**src/rtl/wdm_pkg.sv**
```systemverilog
// Shared types and width defaults for the WDM tuner blocks.
package wdm_pkg;

    localparam int WDM_DAC_WIDTH = 8;
    localparam int WDM_ADC_WIDTH = 8;

    typedef enum logic [2:0] {
        ST_IDLE   = 3'd0,
        ST_SETTLE = 3'd1,
        ST_READ   = 3'd2,
        ST_WAIT   = 3'd3,
        ST_DONE   = 3'd4
    } tuner_sweep_state_e;

endpackage

```
**src/rtl/tuner_sweep_ctrl.sv**
```systemverilog
// Sweeps the tuning DAC over [lo, hi], reads detected power at each code and
// locks onto the code with the lowest power (earliest code wins on ties).
module tuner_sweep_ctrl
    import wdm_pkg::*;
#(
    parameter int DAC_WIDTH     = WDM_DAC_WIDTH,
    parameter int ADC_WIDTH     = WDM_ADC_WIDTH,
    parameter int SETTLE_CYCLES = 4
) (
    input  logic                 i_clk,
    input  logic                 i_rst,
    input  logic                 i_start,
    input  logic [DAC_WIDTH-1:0] i_code_lo,
    input  logic [DAC_WIDTH-1:0] i_code_hi,
    output logic [DAC_WIDTH-1:0] o_dac_tune,
    output logic                 o_pwr_read_val,
    input  logic                 i_pwr_read_rdy,
    input  logic                 i_pwr_detect_val,
    input  logic [ADC_WIDTH-1:0] i_pwr_detect_data,
    output logic                 o_pwr_detect_rdy,
    output logic                 o_busy,
    output logic                 o_done,
    output logic [DAC_WIDTH-1:0] o_lock_code,
    output logic [ADC_WIDTH-1:0] o_min_pwr,
    output tuner_sweep_state_e   o_state
);

    // Handshakes: a transfer happens on a rising edge where valid and ready
    // are both 1. o_pwr_read_val holds until accepted; o_pwr_detect_rdy is
    // high for the whole WAIT state and data is taken on the first valid.

    localparam logic [7:0] SETTLE_LAST = 8'(SETTLE_CYCLES - 1);

    tuner_sweep_state_e   state;
    logic [DAC_WIDTH-1:0] code;
    logic [DAC_WIDTH-1:0] hi_q;
    logic [DAC_WIDTH-1:0] best_q;
    logic [ADC_WIDTH-1:0] min_q;
    logic [7:0]           settle_cnt;

    logic [DAC_WIDTH-1:0] best_nxt;
    logic [ADC_WIDTH-1:0] min_nxt;

    assign o_state = state;

    // Strict less-than keeps the earliest code on equal power.
    always_comb begin
        best_nxt = best_q;
        min_nxt  = min_q;
        if (i_pwr_detect_data < min_q) begin
            best_nxt = code;
            min_nxt  = i_pwr_detect_data;
        end
    end

    always_ff @(posedge i_clk or posedge i_rst) begin
        if (i_rst) begin
            state            <= ST_IDLE;
            code             <= '0;
            hi_q             <= '0;
            best_q           <= '0;
            min_q            <= '1;
            settle_cnt       <= '0;
            o_dac_tune       <= '0;
            o_pwr_read_val   <= 1'b0;
            o_pwr_detect_rdy <= 1'b0;
            o_busy           <= 1'b0;
            o_done           <= 1'b0;
            o_lock_code      <= '0;
            o_min_pwr        <= '1;
        end else begin
            case (state)
                ST_IDLE: begin
                    o_done <= 1'b0;
                    if (i_start) begin
                        code       <= i_code_lo;
                        // A reversed range collapses to the single point lo.
                        hi_q       <= (i_code_hi < i_code_lo) ? i_code_lo : i_code_hi;
                        best_q     <= i_code_lo;
                        min_q      <= '1;
                        settle_cnt <= '0;
                        o_dac_tune <= i_code_lo;
                        o_busy     <= 1'b1;
                        state      <= ST_SETTLE;
                    end
                end
                ST_SETTLE: begin
                    if (settle_cnt == SETTLE_LAST) begin
                        settle_cnt     <= '0;
                        o_pwr_read_val <= 1'b1;
                        state          <= ST_READ;
                    end else begin
                        settle_cnt <= settle_cnt + 8'd1;
                    end
                end
                ST_READ: begin
                    if (i_pwr_read_rdy) begin
                        o_pwr_read_val   <= 1'b0;
                        o_pwr_detect_rdy <= 1'b1;
                        state            <= ST_WAIT;
                    end
                end
                ST_WAIT: begin
                    if (i_pwr_detect_val) begin
                        min_q            <= min_nxt;
                        best_q           <= best_nxt;
                        o_pwr_detect_rdy <= 1'b0;
                        // Terminating on code==hi before incrementing means
                        // the all-ones code never wraps.
                        if (code == hi_q) begin
                            o_done      <= 1'b1;
                            o_lock_code <= best_nxt;
                            o_min_pwr   <= min_nxt;
                            o_dac_tune  <= best_nxt;
                            state       <= ST_DONE;
                        end else begin
                            code       <= code + 1'b1;
                            o_dac_tune <= code + 1'b1;
                            state      <= ST_SETTLE;
                        end
                    end
                end
                ST_DONE: begin
                    o_done <= 1'b0;
                    o_busy <= 1'b0;
                    state  <= ST_IDLE;
                end
                default: begin
                    state <= ST_IDLE;
                end
            endcase
        end
    end

endmodule

```
**config.mk**
```make
export PLATFORM = sky130hd
export DESIGN_NAME = tuner_sweep_ctrl
export DESIGN_NICKNAME = d
export VERILOG_FILES = /design/src/rtl/wdm_pkg.sv /design/src/rtl/tuner_sweep_ctrl.sv
export SDC_FILE = /design/constraint.sdc
export NUM_CORES = 1
export LEC_CHECK = 0
export ABC_AREA = 1
export BUFFER_PORTS_ARGS = -buffer_cell sky130_fd_sc_hd__clkbuf_2
export CORE_MARGIN = 1.5
export CORE_UTILIZATION = 28
export CTS_CLUSTER_SIZE = 20
export DETAILED_ROUTE_END_ITERATION = 16
export GPL_TIMING_DRIVEN = 0
export PLACE_DENSITY_LB_ADDON = 0.05
export SKIP_LAST_GASP = 1
export SYNTH_ARGS = -nofsm -noshare
export SYNTH_HDL_FRONTEND = slang
export SYNTH_SLANG_ARGS = --single-unit
```
**constraint.sdc**
```tcl
create_clock -name i_clk -period 2.35 [get_ports i_clk]
set_clock_uncertainty 0.15 [all_clocks]
set_input_delay 0.1175 -clock i_clk [delete_from_list [all_inputs] [get_ports i_clk]]
set_output_delay 0.1175 -clock i_clk [all_outputs]
set_load 0.01 [all_outputs]
```
Word level (Yosys, flattened, before mapping)
Cells that the tools add are included.

storage, ports and cells
  logic and storage cells = 82
  register bits = 71
  input bits = 29

cells by class
  reductions and logical operators = 18
  $lt $le $gt $ge = 2
  eq/ne operators = 12
  add/subtract/negate cells = 2
  mux-type cells = 35

operators with widths
  operator               number
  $mux W8                13
  $pmux W8 S2            5
  $add A8 B1 Y8 const B  2
  $lt A8 B8 Y1           2
  $mux W3                5
  $reduce_and A3 Y1      5
  $ne A2 B2 Y1 const B   6
  $pmux W3 S4            1
  $reduce_bool A2 Y1     6
  $eq A8 B2 Y1 const B   1
  $eq A8 B8 Y1           1
  $pmux W1 S2            4
  $reduce_and A4 Y1      2
  $mux W1                7
  $eq A3 B2 Y1 const B   2
  $reduce_and A2 Y1      3
  $eq A3 B1 Y1 const B   1
  $eq A3 B3 Y1 const B   1
  $logic_not A3 Y1       1
  $reduce_or A2 Y1       1

Longest topological paths before layout
Gate-level depths: netlist of run 1.

  depth in word-level cells = 5
  mapped depth = 13

Worst setup path before layout of run 1
OpenSTA, ideal clock, no wires.

  path type = reg2reg
  start = register min_q[7]
  end = register best_q[2]
  cell stages (with the launch flop) = 12
  setup time = 129 ps
  required time = 2071 ps
  data arrival time = 1827 ps
  slack = 244 ps
  path through = dfstp_2 inv_1 ha_1 nand2_1 inv_1 nor2_1 o21a_1 buf_2 clkbuf_1 nand3_1 nand2_1 o21ai_0

on the way
  word-level cells in the longest chain between the ends = 4

RTL lines
  what                    line                     RTL
  start, declared         tuner_sweep_ctrl.sv:38   logic [ADC_WIDTH-1:0] min_q;
  start signal, assigned  tuner_sweep_ctrl.sv:105  min_q <= min_nxt;
  $lt A8 B8 Y1            tuner_sweep_ctrl.sv:50   if (i_pwr_detect_data < min_q) begin
  $mux W8                 tuner_sweep_ctrl.sv:50
  $mux W8                 tuner_sweep_ctrl.sv:104  if (i_pwr_detect_val) begin
  $pmux W8 S2             tuner_sweep_ctrl.sv:72   case (state)
  end signal, assigned    tuner_sweep_ctrl.sv:79   best_q <= i_code_lo;
  end signal, assigned    tuner_sweep_ctrl.sv:106  best_q <= best_nxt;
  end, declared           tuner_sweep_ctrl.sv:37   logic [DAC_WIDTH-1:0] best_q;

Every way passes these cells. The select of a mux whose other input is x is not followed.
A chain may end at the register's enable or synchronous reset.

Final worst setup path of run 1
  start = register min_q[7]
  end = register best_q[4]

The elaborated chain is that of the path after synthesis.

==> results of run 1 <==
## registers in the layout (all words and copies together) (netlist names)
register / flops
o_pwr_detect_rdy: 1
settle_cnt: 8
o_busy: 1
o_min_pwr: 8
o_pwr_read_val: 1
code: 8
o_state: 3
o_lock_code: 8
o_done: 1
best_q: 8
min_q: 8
hi_q: 8
o_dac_tune: 8
## path summary, 6_finish.rpt
path | start | end | slack (ns) | depth (start not counted)
worst min-delay path | i_pwr_detect_data[1] | o_min_pwr[1]$_DFFE_PP1P_ | 0.003 | 3
max in group asynchronous | i_rst | min_q[2]$_DFFE_PP1P_ | 1.33 | 4
worst min register to register | o_min_pwr[7]$_DFFE_PP1P_ | o_min_pwr[7]$_DFFE_PP1P_ | 0.32 | 2
worst max register to register | min_q[7]$_DFFE_PP1P_ | best_q[4]$_DFFE_PP0P_ | 0.13 | 12
min in group asynchronous | i_rst | o_dac_tune[7]$_DFFE_PP0P_ | 0.11 | 3
worst max-delay path | min_q[7]$_DFFE_PP1P_ | best_q[4]$_DFFE_PP0P_ | 0.13 | 12
## timing repair
action | 4_1_cts | 5_1_grt
resized for setup | 6 | 10
endpoints found under the setup margin | 29 | 42
cloned | 0 | 0
hold buffers | 20 | 0
pin swaps | 0 | 1
hold endpoints to repair | 80 | 0
## power breakdown
group / internal, W / switching (W) / leakage, nW
clock network: 0.000765 / 0.000538 / 0.142
logic: 0.000964 / 0.00173 / 1.79
registers: 0.00166 / 0.000328 / 0.841
## stage by stage
stage | worst slack [ns] | area, um^2 | hold WS (ns)
final | 0.132 | 5390 | 0.00343
after global routing | -0.0432 | 5390 | 0.0114
after CTS | 0.00474 | 5370 | 0.00140
after detailed placement | -0.214 | 4880 | -0.0784
after global placement | -0.948 | 4850 | 0.246
after floorplan | 0.244 | 4320 | 0.103
## kinds of logic after synthesis
family                     Yosys count  synth area share
xor gates and xnor gates             8            0.0162
DFF                                 71             0.416
buffers and inverters              101            0.0990
adders and majority gates           16            0.0463
and+or+nand+nor                    265             0.274
AOI/OAI and AO/OA                  104             0.148
## worst max-delay path, cell delays in order, from the launching register on
cell and delay (ns):
dfstp_2 0.54, inv_1 0.06, ha_1 0.28, nand2_1 0.07
inv_1 0.04, nor2_1 0.07, o21a_1 0.15, buf_6 0.15
nand2_2 0.10, buf_6 0.17, nand2_1 0.08, nand2_1 0.09
o21ai_0 0.18
## layer usage
| layer | track usage | wire length, um | vias up |
|---|---|---|---|
| met4 | 0.0602 | 182 | 0 |
| met2 | 0.266 | 5420 | 82 |
| met3 | 0.0285 | 481 | 13 |
| met5 | 0 | 0 | - |
| li1 | - | - | 2009 |
| met1 | 0.213 | 5910 | 1761 |
## layout make-up
| class | instances | area share |
|---|---|---|
| flip-flops and latches | 71 | 0.333 |
| plain buffers | 16 | 0.0237 |
| well taps | 188 | 0.0436 |
| repair buffers | 80 | 0.0971 |
| multi-input cells | 393 | 0.391 |
| inverters | 85 | 0.0601 |
| clock buffers | 12 | 0.0476 |
| clock inverters | 4 | 0.00371 |
## cells in the final DEF (no fill, tap or decap), types with 3 or more instances in the layout
cell type | netlist | final
nand2_1 | 153 | 152
inv_1 | 77 | 76
nand3_1 | 64 | 64
clkbuf_2 | 0 | 59
dfrtp_1 | 55 | 55
o21ai_0 | 42 | 39
nor2_1 | 31 | 31
a21oi_1 | 22 | 22
dlygate4sd3_1 | 0 | 20
ha_1 | 16 | 16
dfstp_2 | 16 | 16
o21ai_2 | 14 | 14
clkbuf_16 | 0 | 9
o21ai_1 | 5 | 8
inv_2 | 7 | 7
a21oi_2 | 7 | 7
buf_6 | 4 | 6
buf_2 | 7 | 6
o22ai_1 | 6 | 6
xor2_1 | 5 | 5
clkinv_2 | 0 | 4
nand2_2 | 2 | 3
nand2_4 | 3 | 3
xnor2_1 | 3 | 3
nor2_4 | 3 | 3
==> out/summary.md, run 1 <==
The commonest cells after synthesis are nand2_1 (153), inv_1 (77), nand3_1 (64). The H-tree generated during clock tree synthesis spans 3 levels. After the last flow step, the layout net total stands at 701. In the post-synthesis netlist, the biggest area contributors are dfrtp_1 (32%), nand2_1 (13%), dfstp_2 (9.7%).

STA puts the critical path data required time at 2.45 ns. Synthesis produced a netlist with a net count of 610. The most common cell in the synthesized netlist is nand2_1. Leaving out filler cells and counting taps, the final layout contains 849.

Area fraction of the dominant cell type after synthesis: 0.319. The sort of element at the start of the critical path was a flop. The tools report the worst supply voltage drop on vdd as 0.000373 V. The number of library cell types mapped by synthesis came out at 39.

The area growth from synthesis to layout is 24.7%. The logs give 0 for the total congestion overflow after global routing and 0.00211 mm^2 for the multi-input logic area. After detailed routing, the number of remaining DRC violations is 0.

The detail route stage leaves a number of antenna-violating nets equal to 0. The clock sink count came out at 71. The share of flip-flops with an asynchronous set or reset after synthesis was 1.00; the highest attainable clock frequency was 0.451 GHz. Of all nets on the critical path, the largest fanout is 10. The via count of the first global-routing pass came out at 3800. The logs give 0 for the final max-slew violation count and 0.0162 mm^2 for the die outline area. The number of warnings issued by yosys came out at 0.

The run gives 0 ns as the final-layout setup total negative slack. The first global-routing pass estimated 20100 um of wire. Setup repair after global routing could not meet its margin everywhere. The count of state elements after synthesis is 71, and the shortest period the worst path allows is 2.22 ns. The sequential element share of the synthesized area was 0.416; the via density per instance was 4.55.

The normalized max-slew margin came out at 0.724. Measured along the y axis, the die boundary spans 127 um. The final layout contains routed wiring with a total length of 12000 um. At the end of routability-driven placement, the weighted congestion stood at 0.809. For the starting density of the core, the log shows 0.285. The logs give 0 for the number of setup violations in the final report and 3865 for the number of vias after detailed routing.

Number of antenna violations at the first check in global routing: 0. The core region is 0.0151 mm^2. The library cell occupying the most area in the post-synthesis netlist was dfrtp_1. Overall fraction of global-route tracks in use: 0.161.

The flow ran to the end, and the final reports show no timing, DRC or antenna violations. The critical path is of the flop to flop type. Measured along the x axis, the die boundary spans 127 um. The leakage dissipation is 2.77 nW. At the worst endpoint, the arrival time is 2.32 ns.

Buffers placed on the I/O ports in this run total 59. TritonCTS built the clock tree. The most used flip-flop cell after synthesis was dfrtp_1. The design draws 0.00599 W. In this run the worst hold path is classified as input port to flop. The number of enable-type register cells in the synthesized netlist was 0.

The number of clock buffers inserted by TritonCTS was 9. The logs give 0.356 for the final core utilization and 0.00432 mm^2 for the post-synthesis instance area. The worst setup path is captured at a flop.

The later pin in the worst-skew pair is clocked with a latency of 0.34 ns. Counting every instance in the synthesized netlist gives 565. For the final hold violation count, the log shows 0. The power density of the placed cells is 1110 mW/mm^2.

Entering global routing, the biggest net connects 56 pins. Counting the fill cells in the layout gives 1662. The tool flagged a number of max-cap violations equal to 0.

The transition time at the pin with the least slew margin is 0.413 ns. The repair_antennas step left the layout with diodes totalling 0. After clock tree synthesis, the clock-pin slew on the worst setup and hold paths is 0.06 ns. The clock passes through at most 2 buffers.

The floorplan has 45 rows. Pin placement for this block handled 60 I/O pins. The buffers inserted during post-CTS setup optimization came out at 0.

The detailed-router iteration count before antenna repair came out at 4. The detailed router finished its first iteration with 208 violations. A synthesized cell averages 7.65 um^2. For the half-perimeter wire length after detailed placement, the log shows 9020 um. The wire length per cell works out to 14.1 um. The final critical-path share of the clock period was 0.944. The tree is rooted in a clkbuf_16.

For the cell total after placement, the log shows 813. The run gives 0.00180 mm^2 as the flip-flop and latch area. The share of post-route cells with drive strength above 1 is 0.231.
Power figures use the tool's default switching activity.
==> run 2, diff against run 1 <==
- BUFFER_PORTS_ARGS: -buffer_cell sky130_fd_sc_hd__clkbuf_2 -> not set
- DONT_BUFFER_PORTS: not set -> 1
==> out/summary.md, run 2 (synthesis gave the netlist of run 1 again) <==
The flow ran to the end, and the final reports show no timing, DRC or antenna violations. The normalized max-slew margin was 0.724 (+0.000759). The run gives 0 (unchanged) as the number of setup violations in the final report. The run gives 0 (unchanged) as the residual antenna-violating net count after detailed routing. The tree is rooted in a clkbuf_16. The share of post-route cells with drive strength above 1 is 0.155 (-0.0762), and the maximum number of pins on one net before global-route repair is 58 (+3.6%). The peak fanout along the critical path works out to 10 (unchanged).

The critical path is of the flop to flop type. The leakage dissipation was 2.55 nW (-8.0%). Die outline area: 0.0162 mm^2 (unchanged). The final instance area was 0.00518 mm^2 (-3.9%); the number of vias after detailed routing was 3725 (-3.6%).

Clock sink count: 71 (unchanged). The number of antenna violations at the first check in global routing was 1 (+1). The run gives 20400 um (+1.6%) as the wire length of the first global-routing pass.

The final critical-path share of the clock period is 0.942 (-0.00218), and the share of power burned in registers is 0.351 (+0.019). The overall routed net length came out at 12400 um (+3.4%). The worst setup path is launched from a flop.

The tools report the final net count as 652 (-7.0%). The worst supply voltage drop on vdd is 0.000456 V (+22%). In this run the worst hold path is classified as input port to flop. The endpoint required time on the critical path was 2.42 ns (-0.03 ns); the number of I/O port buffers was 0 (-100%).

The transition time at the pin with the least slew margin came out at 0.409 ns (-0.00413 ns). The largest buffer count on any clock path is 2 (unchanged). The worst setup path is captured at a flop.

The highest attainable clock frequency is 0.452 GHz (+0.23%), and the share of total power consumed by net switching is 0.443 (+0.00905). Number of remaining DRC errors: 0 (unchanged). The area after detailed placement was 0.00459 mm^2 (-6.0%).

The power density of the placed cells was 1140 mW/mm^2 (+2.4%); the number of clock buffers inserted by TritonCTS was 9 (unchanged). The most critical setup path has its endpoint at best_q[2]$_DFFE_PP0P_. The run gives 3748 (-1.4%) as the via count of the first global-routing pass.

The final weighted congestion in routability-driven placement is 0.799 (-1.3%), and the floorplan row count is 45 (unchanged). The logs give 0.00261 W (+0.37%) for the switching power summed over all nets and 0 (unchanged) for the total congestion overflow after global routing. The tools report the worst flop-to-flop path endpoint as best_q[2]$_DFFE_PP0P_.

The critical path starts at min_q[3]$_DFFE_PP1P_. The clock-pin transition on the worst setup and hold timing paths is 0.06 ns (about the same), and the starting density of the core is 0.285 (unchanged). The logs give 0.165 (+0.00374) for the overall fraction of global-route tracks in use and 0 (unchanged) for the final max-slew violation count. The final hold violation count is 0 (unchanged). The clock latency of the later-clocked register in the worst-skew pair came out at 0.35 ns (about the same). The relative contribution of the clock network to total power is 0.213 (-0.005), and the depth of the worst register-to-register path is 9 (-3). The layout overhead on the synthesized area is 19.8%, and the wire length per cell is 15.5 um (+9.6%). Via density per instance: 4.65 (+2.2%). The internal power contribution is 0.00328 W (-3.2%), and the final worst setup slack is 0.137 ns (+0.00512 ns).

Final core utilization: 0.342 (-0.0140). The setup slack on the worst flop-to-flop path came out at 0.14 ns (about the same). The count of max-cap constraint violations is 0 (unchanged), and the shortest period the worst path allows is 2.21 ns (-0.00512 ns). The library cells used most frequently in the layout, excluding fill and tap cells, are nand2_1 (152), inv_1 (76), nand3_1 (64), dfrtp_1 (55), o21ai_0 (35). The arrival time reported for the critical path endpoint is 2.28 ns (-0.04 ns). The count of routing violations after the opening detailed-route iteration was 183 (-12%). TritonCTS built the clock tree. The boundary pin count was 60 (unchanged).

The y dimension of the die was 127 um (unchanged); the detailed-router iteration count before antenna repair was 4 (unchanged). The part of the power in combinational logic is 0.436 (-0.014). The half-perimeter wire length after detailed placement is 9130 um (+1.2%), and the H-tree level count is 3 (unchanged). The die extent in x was 127 um (unchanged).

The reg-to-reg critical path startpoint was min_q[3]$_DFFE_PP1P_. Setup repair after global routing could not meet its margin everywhere. Core footprint: 0.0151 mm^2 (unchanged).

The worst setup slack before clock tree synthesis is -0.246 ns (-0.0319 ns). The most frequent standard cell in the layout excluding fill and tap cells was nand2_1.
[run 2: cell type report]
cell class	instances	area [um^2]
Clock inverter	5	27.5
Antenna cell	1	2.50
Fill cell	1648	9970
Clock buffer	11	233
Inverter	85	324
Multi-Input combinational cell	393	2110
Tap cell	188	235
Timing Repair Buffer	31	323
Sequential cell	71	1800
Buffer	16	129
[run 2: worst max-delay path, stage by stage (launching register included)]
cell and delay [ns]:
dfstp_2 0.53, inv_1 0.05, ha_1 0.28, a21oi_1 0.13, nand2_1 0.09, nand2_2 0.18, buf_2 0.28, nand3_1 0.13
nand2_1 0.16, o21ai_0 0.09
[run 2: through the flow]
step           instances  setup TNS [ns]  hold slack, ns  power, W
2_1_floorplan        565               0           0.103   0.00389
3_3_place_gp         753          -50.21           0.134   0.00454
3_5_place_dp         754           -2.44          -0.212   0.00457
4_1_cts              798               0         0.00679   0.00593
5_1_grt              801          -0.107          0.0253   0.00642
6_report             801               0          0.0104   0.00589
[run 2: timing repair]
item                                    4_1_cts  5_1_grt
endpoints found under the setup margin       27       42
hold endpoints to repair                    109        0
cloned                                        0        0
pin swaps                                     0        1
hold buffers                                 28        0
gates resized for setup                       6       14
setup buffers                                 0        2
[run 2: power by group through the flow]
stage | clock network [W] | logic [W] | registers, W
2_1_floorplan | 0 | 0.00191 | 0.00198
3_3_place_gp | 0 | 0.00246 | 0.00209
3_5_place_dp | 0 | 0.00248 | 0.00209
4_1_cts | 0.00130 | 0.00255 | 0.00207
5_1_grt | 0.00134 | 0.00295 | 0.00213
6_report | 0.00126 | 0.00257 | 0.00207
[run 2: how the worst min path moves through the flow]
stage,start,end,slack [ns],cells past startpoint
6_report,i_start,hi_q[5]$_DFFE_PP0P_,0.01,4
5_1_grt,i_start,hi_q[5]$_DFFE_PP0P_,0.03,4
4_1_cts,i_start,hi_q[5]$_DFFE_PP0P_,0.007,4
3_5_place_dp,i_rst,o_lock_code[4]$_DFFE_PP0P_,-0.21,1
3_3_place_gp,i_pwr_read_rdy,o_pwr_detect_rdy$_DFFE_PP0P_,0.13,2
2_1_floorplan,i_pwr_read_rdy,o_pwr_detect_rdy$_DFFE_PP0P_,0.10,2
[run 2: metal layers]
metal  routed length [um]  track usage  vias up
li1                     -            -     1907
met1                 6100        0.220     1741
met2                 5560        0.261       65
met3                  574       0.0452       12
met4                  171       0.0541        0
met5                    0            0        -
==> run 3, diff against run 2 <==
- CTS_BUF_LIST: not set -> sky130_fd_sc_hd__clkbuf_2 sky130_fd_sc_hd__clkbuf_4 sky130_fd_sc_hd__clkbuf_8
==> out/summary.md, run 3 (synthesis gave the netlist of run 1 again) <==
The run gives 0.14 ns (about the same) as the setup slack on the worst flop-to-flop path. The worst register-to-register path begins at min_q[3]$_DFFE_PP1P_. The count of routing violations after the opening detailed-route iteration is 189 (+3.3%), and the number of fillers in the final layout is 1654 (+0.36%).

In the layout the commonest cells are nand2_1 (151), inv_1 (76), nand3_1 (64), dfrtp_1 (55), o21ai_0 (33). The critical path ends at best_q[2]$_DFFE_PP0P_. Class of the worst hold path: input port to flop. In this run the critical register-to-register path is captured at best_q[2]$_DFFE_PP0P_. The logs give 0.467 (+0.031) for the part of the power in combinational logic and 20600 um (+0.98%) for the wire length of the first global-routing pass. In this run the most critical hold path is launched from i_code_hi[7]. The run gives 0.00299 W (-8.7%) as the internal power contribution. TritonCTS built the clock tree.

The die outline area is 0.0162 mm^2 (unchanged), and the share of total power consumed by net switching is 0.463 (+0.0201). The number of I/O port buffers was 0 (unchanged); the multi-input logic area was 0.00211 mm^2 (+0.12%). The worst setup slack before clock tree synthesis is -0.246 ns (unchanged), and the final worst setup slack is 0.136 ns (-0.000199 ns). The run gives 1 (unchanged) as the number of antenna violations at the first check in global routing. The flip-flop and latch area is 0.00180 mm^2 (unchanged), and the final weighted congestion in routability-driven placement is 0.799 (unchanged). The worst setup path is launched from a flop.

The maximum number of pins on one net before global-route repair is 58 (unchanged). The via count of the first global-routing pass is 3732 (-0.43%), and the clock-pin transition on the worst setup and hold timing paths is 0.08 ns (+0.02 ns). For the relative contribution of the clock network to total power, the log shows 0.163 (-0.050). The run gives 2.52 nW (-1.1%) as the leakage dissipation. The flow ran to the end, and the final reports show no timing, DRC or antenna violations. The final net count is 655 (+0.46%), and the residual antenna-violating net count after detailed routing is 0 (unchanged). The run gives 0.726 (+0.00148) as the normalized max-slew margin.

The final max-slew violation count came out at 0 (unchanged). The highest attainable clock frequency is 0.452 GHz (about the same), and the arrival time reported for the critical path endpoint is 2.31 ns (+0.03 ns). The tools report the overall routed net length as 12600 um (+1.7%). The half-perimeter wire length after detailed placement was 9130 um (unchanged).

For the final-layout setup total negative slack, the log shows 0 ns (unchanged). The share of post-route cells with drive strength above 1 was 0.159 (+0.00412); the area after detailed placement was 0.00459 mm^2 (unchanged). For the boundary pin count, the log shows 60 (unchanged). The detailed-router iteration count before antenna repair was 4 (unchanged).

For the final hold violation count, the log shows 0 (unchanged). The power density of the placed cells works out to 1090 mW/mm^2 (-4.2%). The most frequent standard cell in the layout excluding fill and tap cells was nand2_1.

The final core utilization is 0.338 (-0.00388), and the clock sink count is 71 (unchanged). The starting density of the core is 0.285 (unchanged). The transition time at the pin with the least slew margin works out to 0.407 ns (-0.00219 ns). The y dimension of the die was 127 um (unchanged); the largest buffer count on any clock path was 2 (unchanged). The wire length per cell was 15.7 um (+1.3%). The endpoint required time on the critical path was 2.44 ns (+0.02 ns); the number of clock buffers inserted by TritonCTS was 9 (unchanged).

The run gives 0.000317 V (-30%) as the worst supply voltage drop on vdd. The number of setup violations in the final report is 0 (unchanged). The peak fanout along the critical path was 10 (unchanged); the share of power burned in registers was 0.371 (+0.020).

The H-tree level count came out at 3 (unchanged). The die extent in x was 127 um (unchanged). The depth of the worst register-to-register path works out to 9 (unchanged). Compared with the post-synthesis result, the final layout area differs by 18.4%. By startpoint and endpoint, the worst setup path is classified as flop to flop. The final instance area came out at 0.00512 mm^2 (-1.1%).

The number of vias after detailed routing is 3742 (+0.46%), and the overall fraction of global-route tracks in use is 0.167 (+0.00230). Setup repair after global routing could not meet its margin everywhere. Number of remaining DRC errors: 0 (unchanged).

The worst setup path is captured at a flop. Total congestion overflow after global routing: 0 (unchanged). The critical path starts at min_q[3]$_DFFE_PP1P_. The tree is rooted in a clkbuf_8. The clock latency of the later-clocked register in the worst-skew pair is 0.38 ns (+0.03 ns), and the count of max-cap constraint violations is 0 (unchanged).

The final critical-path share of the clock period is 0.942 (about the same), and the switching power summed over all nets is 0.00258 W (-1.0%). The via density per instance is 4.65 (about the same). The shortest period the worst path allows came out at 2.21 ns (+0.000199 ns). The core footprint is 0.0151 mm^2 (unchanged), and the floorplan row count is 45 (unchanged).
[run 3: changes by cell type in the layout (fill, tap and decap cells not counted), sizes merged]
cell	delta
dlygate4sd3	+3
[run 3: what timing repair did]
item                       4_1_cts  5_1_grt
setup buffers                    0        2
hold buffers                    31        0
setup endpoints to repair       29       42
hold endpoints to repair       128        0
gates resized for setup          7       18
[run 3: final cells by class]
type	count	share of cell area
Clock inverter	5	0.00538
Multi-Input combinational cell	393	0.412
Timing Repair Buffer	34	0.0689
Clock buffer	11	0.0271
Buffer	16	0.0257
Antenna cell	1	0.000489
Sequential cell	71	0.351
Inverter	85	0.0633
Tap cell	188	0.0460
[run 3: metrics by stage]
step | hold slack (ns) | total power [W] | std cells
3_3_place_gp | 0.134 | 0.00454 | 753
2_1_floorplan | 0.103 | 0.00389 | 565
6_report | 0.0871 | 0.00558 | 804
4_1_cts | 0.0445 | 0.00560 | 801
5_1_grt | 0.0963 | 0.00610 | 804
3_5_place_dp | -0.212 | 0.00457 | 754
[run 3: routing by layer]
metal | GRT usage | share of wire
met5 | 0 | 0
met1 | 0.223 | 0.49
met3 | 0.0389 | 0.046
met2 | 0.266 | 0.45
met4 | 0.0622 | 0.016
[run 3: worst min path at each step]
stage,slack (ns),endpoint,depth (start not counted)
final,0.09,hi_q[5]$_DFFE_PP0P_,5
after global routing,0.1,hi_q[5]$_DFFE_PP0P_,5
after CTS,0.04,hi_q[5]$_DFFE_PP0P_,5
after detailed placement,-0.21,o_lock_code[4]$_DFFE_PP0P_,1
after global placement,0.13,o_pwr_detect_rdy$_DFFE_PP0P_,2
after floorplan,0.10,o_pwr_detect_rdy$_DFFE_PP0P_,2
[run 3: power by group through the flow]
stage	clock, W	combinational, W	sequential (W)
floorplan	0	0.00191	0.00198
global placement	0	0.00246	0.00209
detailed placement	0	0.00248	0.00209
CTS	0.000951	0.00258	0.00207
global route	0.000987	0.00299	0.00213
finish	0.000907	0.00260	0.00207
[run 3: worst max-delay path, stage by stage, from the launching register on]
cell	delay, ns
dfstp_2	0.54
inv_1	0.05
ha_1	0.28
a21oi_1	0.13
nand2_1	0.09
nand2_2	0.19
buf_2	0.28
nand3_1	0.13
nand2_1	0.16
o21ai_1	0.07
